===== config.mk =====
export PLATFORM = sky130hd
export DESIGN_NAME = perf_sampler
export DESIGN_NICKNAME = d
export VERILOG_FILES = /design/src/rtl/perf_sampler.sv
export SDC_FILE = /design/constraint.sdc
export NUM_CORES = 1
export LEC_CHECK = 0
export ABC_AREA = 1
export ABC_CLOCK_PERIOD_IN_PS = 3500
export BUFFER_PORTS_ARGS = -buffer_cell sky130_fd_sc_hd__buf_2
export CORE_MARGIN = 2
export CORE_UTILIZATION = 55
export CTS_CLUSTER_DIAMETER = 150
export DETAILED_ROUTE_END_ITERATION = 10
export PLACE_DENSITY_LB_ADDON = 0.2
export SLEW_MARGIN = 10
export SYNTH_ARGS = -nofsm -noshare
export SYNTH_HDL_FRONTEND = slang
export SYNTH_SLANG_ARGS = --single-unit

===== constraint.sdc =====
create_clock -name clk -period 3.5 [get_ports clk]
set_clock_uncertainty 0.15 [all_clocks]
set_input_delay 0.35 -clock clk [delete_from_list [all_inputs] [get_ports clk]]
set_output_delay 0.35 -clock clk [all_outputs]
set_load 0.01 [all_outputs]

===== src/rtl/perf_sampler.sv =====
// Periodic sampler: reads an event counter every P+1 cycles, queues the samples in a FIFO, keeps a saturating total.
// Sample captured combinationally in the SAMPLE cycle and written on the following edge; pop is valid/ready.
module perf_sampler #(
  parameter int CNT_W = 4,
  parameter int ACC_W = 16,
  parameter int DEPTH = 4,
  parameter int PER_W = 8
) (
  input  logic                       clk,
  input  logic                       reset,
  input  logic                       en_i,
  input  logic                       clr_i,
  input  logic [PER_W-1:0]           period_i,
  input  logic [CNT_W-1:0]           p_count_i,
  output logic                       sw_req_o,
  output logic                       rd_valid_o,
  input  logic                       rd_ready_i,
  output logic [CNT_W-1:0]           rd_data_o,
  output logic [$clog2(DEPTH+1)-1:0] level_o,
  output logic [ACC_W-1:0]           total_o,
  output logic                       ovf_o,
  output logic                       drop_o
);

  localparam int LVL_W = $clog2(DEPTH+1);
  localparam int PTR_W = $clog2(DEPTH);

  typedef enum logic [1:0] {IDLE, COUNT, SAMPLE} state_t;

  state_t             r_state, w_state_nxt;
  logic [PER_W-1:0]   r_timer, w_timer_nxt;
  logic [PER_W-1:0]   w_per;

  logic [CNT_W-1:0]   r_mem [DEPTH];
  logic [PTR_W-1:0]   r_wr_ptr, r_rd_ptr;
  logic [LVL_W-1:0]   r_level;
  logic [ACC_W-1:0]   r_total;
  logic               r_ovf, r_drop;

  logic               w_push, w_pop, w_full, w_wr, w_drop;
  logic [ACC_W:0]     w_sum;

  // A zero period behaves as one so the sampler never stalls in COUNT.
  assign w_per = (period_i == '0) ? PER_W'(1) : period_i;

  always_comb begin
    w_state_nxt = r_state;
    w_timer_nxt = r_timer;
    case (r_state)
      IDLE: begin
        if (en_i) begin
          w_state_nxt = COUNT;
          w_timer_nxt = '0;
        end
      end
      COUNT: begin
        if (!en_i) begin
          w_state_nxt = IDLE;
          w_timer_nxt = '0;
        end else if (r_timer >= w_per - PER_W'(1)) begin
          w_state_nxt = SAMPLE;
        end else begin
          w_timer_nxt = r_timer + PER_W'(1);
        end
      end
      SAMPLE: begin
        w_state_nxt = en_i ? COUNT : IDLE;
        w_timer_nxt = '0;
      end
      default: begin
        w_state_nxt = IDLE;
        w_timer_nxt = '0;
      end
    endcase
    if (clr_i) begin
      w_state_nxt = IDLE;
      w_timer_nxt = '0;
    end
  end

  always_ff @(posedge clk or posedge reset) begin
    if (reset) begin
      r_state <= IDLE;
      r_timer <= '0;
    end else begin
      r_state <= w_state_nxt;
      r_timer <= w_timer_nxt;
    end
  end

  assign sw_req_o = (r_state == SAMPLE);

  // A full FIFO still accepts the new sample when the head leaves in the same cycle.
  assign w_push = (r_state == SAMPLE);
  assign w_pop  = (r_level != '0) && rd_ready_i;
  assign w_full = (r_level == LVL_W'(DEPTH));
  assign w_wr   = w_push && (!w_full || w_pop);
  assign w_drop = w_push && w_full && !w_pop;
  assign w_sum  = {1'b0, r_total} + (ACC_W+1)'(p_count_i);

  always_ff @(posedge clk) begin
    if (w_wr && !clr_i)
      r_mem[r_wr_ptr] <= p_count_i;
  end

  always_ff @(posedge clk or posedge reset) begin
    if (reset) begin
      r_wr_ptr <= '0;
      r_rd_ptr <= '0;
      r_level  <= '0;
      r_total  <= '0;
      r_ovf    <= 1'b0;
      r_drop   <= 1'b0;
    end else if (clr_i) begin
      r_wr_ptr <= '0;
      r_rd_ptr <= '0;
      r_level  <= '0;
      r_total  <= '0;
      r_ovf    <= 1'b0;
      r_drop   <= 1'b0;
    end else begin
      if (w_wr)
        r_wr_ptr <= r_wr_ptr + PTR_W'(1);
      if (w_pop)
        r_rd_ptr <= r_rd_ptr + PTR_W'(1);
      case ({w_wr, w_pop})
        2'b10:   r_level <= r_level + LVL_W'(1);
        2'b01:   r_level <= r_level - LVL_W'(1);
        default: r_level <= r_level;
      endcase
      if (w_drop)
        r_drop <= 1'b1;
      if (w_push) begin
        if (w_sum[ACC_W]) begin
          r_total <= '1;
          r_ovf   <= 1'b1;
        end else begin
          r_total <= w_sum[ACC_W-1:0];
        end
      end
    end
  end

  assign rd_valid_o = (r_level != '0);
  assign rd_data_o  = rd_valid_o ? r_mem[r_rd_ptr] : '0;
  assign level_o    = r_level;
  assign total_o    = r_total;
  assign ovf_o      = r_ovf;
  assign drop_o     = r_drop;

endmodule


* Word level (Yosys, flattened, before mapping)
Memories as Yosys holds them, arrays and structs flattened.
Index checks and enable logic that the tools add are counted.
Widths: inputs -> output; s select.
** Cells by class
- Add/sub/neg operators :: 7
- $lt $le $gt $ge :: 1
- Equality and inequality tests :: 8
- Mux-type cells :: 29
- Reduce and logical (&&, ||, !) cells :: 21
** Operator list (number)
- $mux 16 :: 3
- $mux 8 :: 5
- $add 16x4->17 :: 1
- $mux 2 :: 8
- $pmux 8 s2 :: 1
- $reduce_bool 2->1 :: 5
- $add 8x1->8 const B :: 1
- $ge 8x8->1 :: 1
- $logic_not 8->1 :: 1
- $mux 1 :: 8
- $ne 4x4->1 const B :: 2
- $sub 8x1->8 const B :: 1
- $pmux 2 s3 :: 1
- $pmux 3 s2 :: 1
- $reduce_and 2->1 :: 3
- $reduce_bool 3->1 :: 2
- $logic_and 1x1->1 :: 5
- $add 2x1->2 const B :: 2
- $eq 2x1->1 const B :: 2
- $eq 2x2->1 const B :: 2
- $mux 4 :: 1
- $add 3x1->3 const B :: 1
- $eq 3x3->1 const B :: 1
- $logic_not 1->1 :: 3
- 5 further kinds :: 5
** Storage, ports and cells
- Bits in registers :: 35
- RAM bits :: 16
- Output and inout bits :: 27
- Memories :: 1
** Memory list
- r_mem :: depth 4, width 4, read ports 1, clocked after memory_dff 0, wr ports 1, line 34 : logic [CNT_W-1:0] r_mem [DEPTH];

* Longest topological paths before layout
- Depth in word-level cells :: 8
- Gate-level depth with buffers :: 18
- Gate-level depth less buffers :: 18

* Worst setup path before layout
OpenSTA, ideal clock, no wires.
- Kind :: input port to flip-flop
- From :: input port period_i[2]
- To :: register r_timer[2]
- Library setup time :: 119 ps
- Arrival time :: 2295 ps
- Setup slack :: 936 ps
- Stages :: 17
- Path buffers :: 0
- Cells stage by stage :: inv_1 nand2_1 nor2_1 a21oi_1 ha_1 nand3_1 nor3_1 xnor2_1 ha_1 nand2_1 nor2_1 nor2_1 nand3_1 nand2_4 nand2_4 nand2_1 nand2_1
** Between the ends
- Cells in the longest elaborated chain, start to end :: 6
** RTL lines
- start, declared :: line 13 : input logic [PER_W-1:0] period_i,
- $logic_not 8->1 :: line 44 : assign w_per = (period_i == '0) ? PER_W'(1) : period_i;
- $mux 8 * :: line 44
- $sub 8x1->8 * :: line 60 : end else if (r_timer >= w_per - PER_W'(1)) begin
- $ge 8x8->1 * :: line 60
- $ne 4x4->1 (no source line) *
- $reduce_and 2->1 (no source line) *
- end signal, assigned :: line 87 : r_timer <= w_timer_nxt;
- end, declared :: line 31 : logic [PER_W-1:0] r_timer, w_timer_nxt;
Mark *: on every way between the ends. The rest lies on a longest branch, timed or not.
A chain may end at the register's enable or synchronous reset.

* Worst setup path after layout
- From :: input port period_i[2]
- To :: register r_timer[5]
The elaborated chain is that of the path after synthesis.

==> flow_summary.toml <==
[final_layout]
mostFrequentLayoutCell = "nand2_1"
nets = 499
diodes = 0
instances_no_fill = 538
syn2layout_area_growth_pct = 12.6
drive_above_1_share_pct = 17.7
mostFrequentLayoutCells = "nand2_1 (109), nor2_1 (48), inv_1 (46), nand3_1 (44), buf_2 (43)"

[timing]
finalCritPeriodShare_pct = 75.9
max_freq_ghz = 0.376
finalSetupViolCount = 0
fin_crit_ns = 2.66
finalHoldViolations = 0
slew_headroom_pct = 33.6
rsz0062_at_grt = "no"
fin_tns_setup_ns = 0
worst_slew_pin_slew_ns = 0.993
slew_viol_final = 0

[power_and_ir_drop]
pwr-share-comb_pct = 20.8
switchingPower_mw = 0.400
power.density_mw_per_mm2 = 365
irDropWorstVdd_v = 0.000217
power_frac_seq_pct = 49.0
p_int_mw = 0.958
p_clk_share_pct = 30.2
swShare_pct = 29.5
leakage_nw = 1.95

[clock_tree]
cts-buffers-inserted = 5
h-tree-depth = 2
root_buffer = "clkbuf_8"
clock_latency_ns = 0.31
cts_tree = "built"
clk_path_buf_depth = 2
path_clk_slew_ns = 0.11
cts.sink_count = 51
cts_resized = 0
hold_buffers = 0
postCtsSetupBuffers = 0

[critical_path]
cp_common_cell = "nand2_1"
path_max_fanout = 8
critPathBufInv = 2
cp.arrival_ns = 2.69
crit_type = "in2reg"
crit_family = "simple AND/OR/NAND/NOR gates"
crit_slowest_cell = "a21oi_1"
cp-start-kind = "input pin"
cp.required_ns = 3.54
critPathMaxStageDelay_ns = 0.32
path_cells = "buf_2 -> inv_1 -> nand2_1 -> nor2_1 -> a21oi_1 -> ha_1 -> nand3_1 -> nor3_1 -> xnor2_1 -> ha_1 -> nand2_1 -> nor2_1 -> nor2_1 -> nand3_1 -> nand2_4 -> nand2_4 -> nand2_1 -> nand2_1"
end_kind = "register"

[placed_design]
place_hpwl_mm = 5.24
io_buffers = 43
place_congestion = 0.921
dpl.cell_count = 530

[global_route]
grt_max_degree = 21
grt_pass1_wl_mm = 11.8
grt_pass1_vias = 2671
overflow = 0
grt_antenna_before_repair = 0
track_usage_pct = 22.7

[routing]
drtIter0Drc = 148
wl_per_cell_um = 12.8
route.antenna.remaining_nets = 0
vias = 2881
dr.pass1.iters = 4
post_drt_via_cell_ratio = 5.36
wirelength_mm = 6.87
drc = 0

[logic_synthesis]
netlist_instances = 414
yosys_register_bits = 51
syn_nets = 451
syn_area_sq_mm = 0.00330
ys.warnings.count = 0
ys_seq_area_share_pct = 41.1
avgSynthCellArea_sq_um = 7.98
ys_types = 34

[die]
ios = 44
die_area_sq_mm = 0.00664
initial_core_util_pct = 56.5
core_sq_mm = 0.00585
placementRows = 28
die_w_um = 81.5
die_height_um = 81.5

[worst_hold_path]
holdCritPathClass = "in2async"

[run]
cap_violations = 0

[run_status]
status = "completed"
[state kept, by name, summed over array words and instances, names as in the netlist]
signal	count
r_mem	16
r_wr_ptr	2
total_o	16
r_rd_ptr	2
ovf_o	1
r_timer	8
drop_o	1
r_state	2
level_o	3
[routing by layer]
layer | global-route usage [%] | wire length, um | vias up
met1 | 29.9 | 3110 | 1316
met4 | 6.27 | 56 | 0
met5 | 0 | 0 | -
li1 | - | - | 1464
met3 | 3.85 | 426 | 8
met2 | 38.7 | 3270 | 93
[power groups by stage]
stage	clock network (mW)	registers, mW	logic (mW)
2_1_floorplan	0	0.674	0.190
3_5_place_dp	0	0.679	0.285
6_report	0.410	0.666	0.282
5_1_grt	0.437	0.670	0.324
4_1_cts	0.416	0.666	0.287
3_3_place_gp	0	0.677	0.277
[metrics by stage]
| stage | setup slack, ns | hold slack [ns] | instance area (sq um) | power [mW] | util, % |
|---|---|---|---|---|---|
| 3_3_place_gp | 0.674 | 0.323 | 3610 | 0.954 | 61.6 |
| 4_1_cts | 0.827 | 0.0523 | 3720 | 1.37 | 63.6 |
| 2_1_floorplan | 0.936 | 0.298 | 3300 | 0.865 | - |
| 5_1_grt | 0.516 | 0.0977 | 3720 | 1.43 | 63.6 |
| 6_report | 0.843 | 0.00817 | 3720 | 1.36 | 63.6 |
| 3_5_place_dp | 0.517 | 0.329 | 3610 | 0.964 | 61.6 |
[Yosys cell counts]
cell type | instances | area share (%)
inv_1 | 46 | 5.2
o32ai_1 | 1 | 0.27
o21bai_1 | 3 | 0.68
buf_2 | 2 | 0.30
edfxtp_1 | 16 | 15
ha_1 | 18 | 6.8
o22ai_1 | 1 | 0.19
nor3_4 | 1 | 0.49
o211ai_1 | 4 | 0.91
nand3_2 | 11 | 3.3
nand3_1 | 44 | 6.7
nor3_1 | 5 | 0.76
nor2_2 | 2 | 0.38
nand2_2 | 3 | 0.57
nand2_4 | 3 | 1.0
or2_2 | 1 | 0.19
nor2_1 | 48 | 5.5
o21ai_0 | 14 | 2.1
clkbuf_1 | 2 | 0.23
nor2_8 | 1 | 0.61
xnor2_1 | 7 | 1.9
fa_1 | 2 | 1.2
nand2_1 | 109 | 12
buf_6 | 1 | 0.34
a21o_1 | 1 | 0.23
xor2_1 | 3 | 0.80
dfrtp_1 | 35 | 27
nand4_4 | 1 | 0.64
nand3b_1 | 1 | 0.23
a21oi_1 | 12 | 1.8
inv_2 | 3 | 0.34
nor2_4 | 2 | 0.68
nand4_1 | 10 | 1.9
mux2i_1 | 1 | 0.30
[logic make-up after synthesis]
family / after synthesis / synth area share (%)
mux: 1 / 0.303
buf+inv: 54 / 6.44
compound gates: 36 / 6.21
simple gates: 242 / 35.3
fa+ha+maj: 20 / 8.03
xor+xnor: 10 / 2.65
flops: 51 / 41.1
[path summary, 6_finish.rpt]
check                                   end  cells past startpoint    startpoint  slack (ns)
min in group clk                r_mem[2][0]                      1  p_count_i[0]        0.12
worst max-delay path             r_timer[5]                     18   period_i[2]        0.84
worst min-delay path            total_o[12]                      2         reset       0.008
worst min register to register       drop_o                      2        drop_o        0.35
max in group asynchronous        r_timer[2]                      3         reset        2.46
worst max register to register   total_o[3]                      8    total_o[0]        1.34
[layout make-up]
cell class                 instances  area, sq um
clock buffer                       5         68.8
tap                               75         93.8
fill                             525         2130
multi-input combinational        309         1730
inverter                          49          184
timing repair buffer              46          238
sequential                        51         1360
clock inverter                     3         43.8
Note: power is estimated with default switching activity, not from simulation.
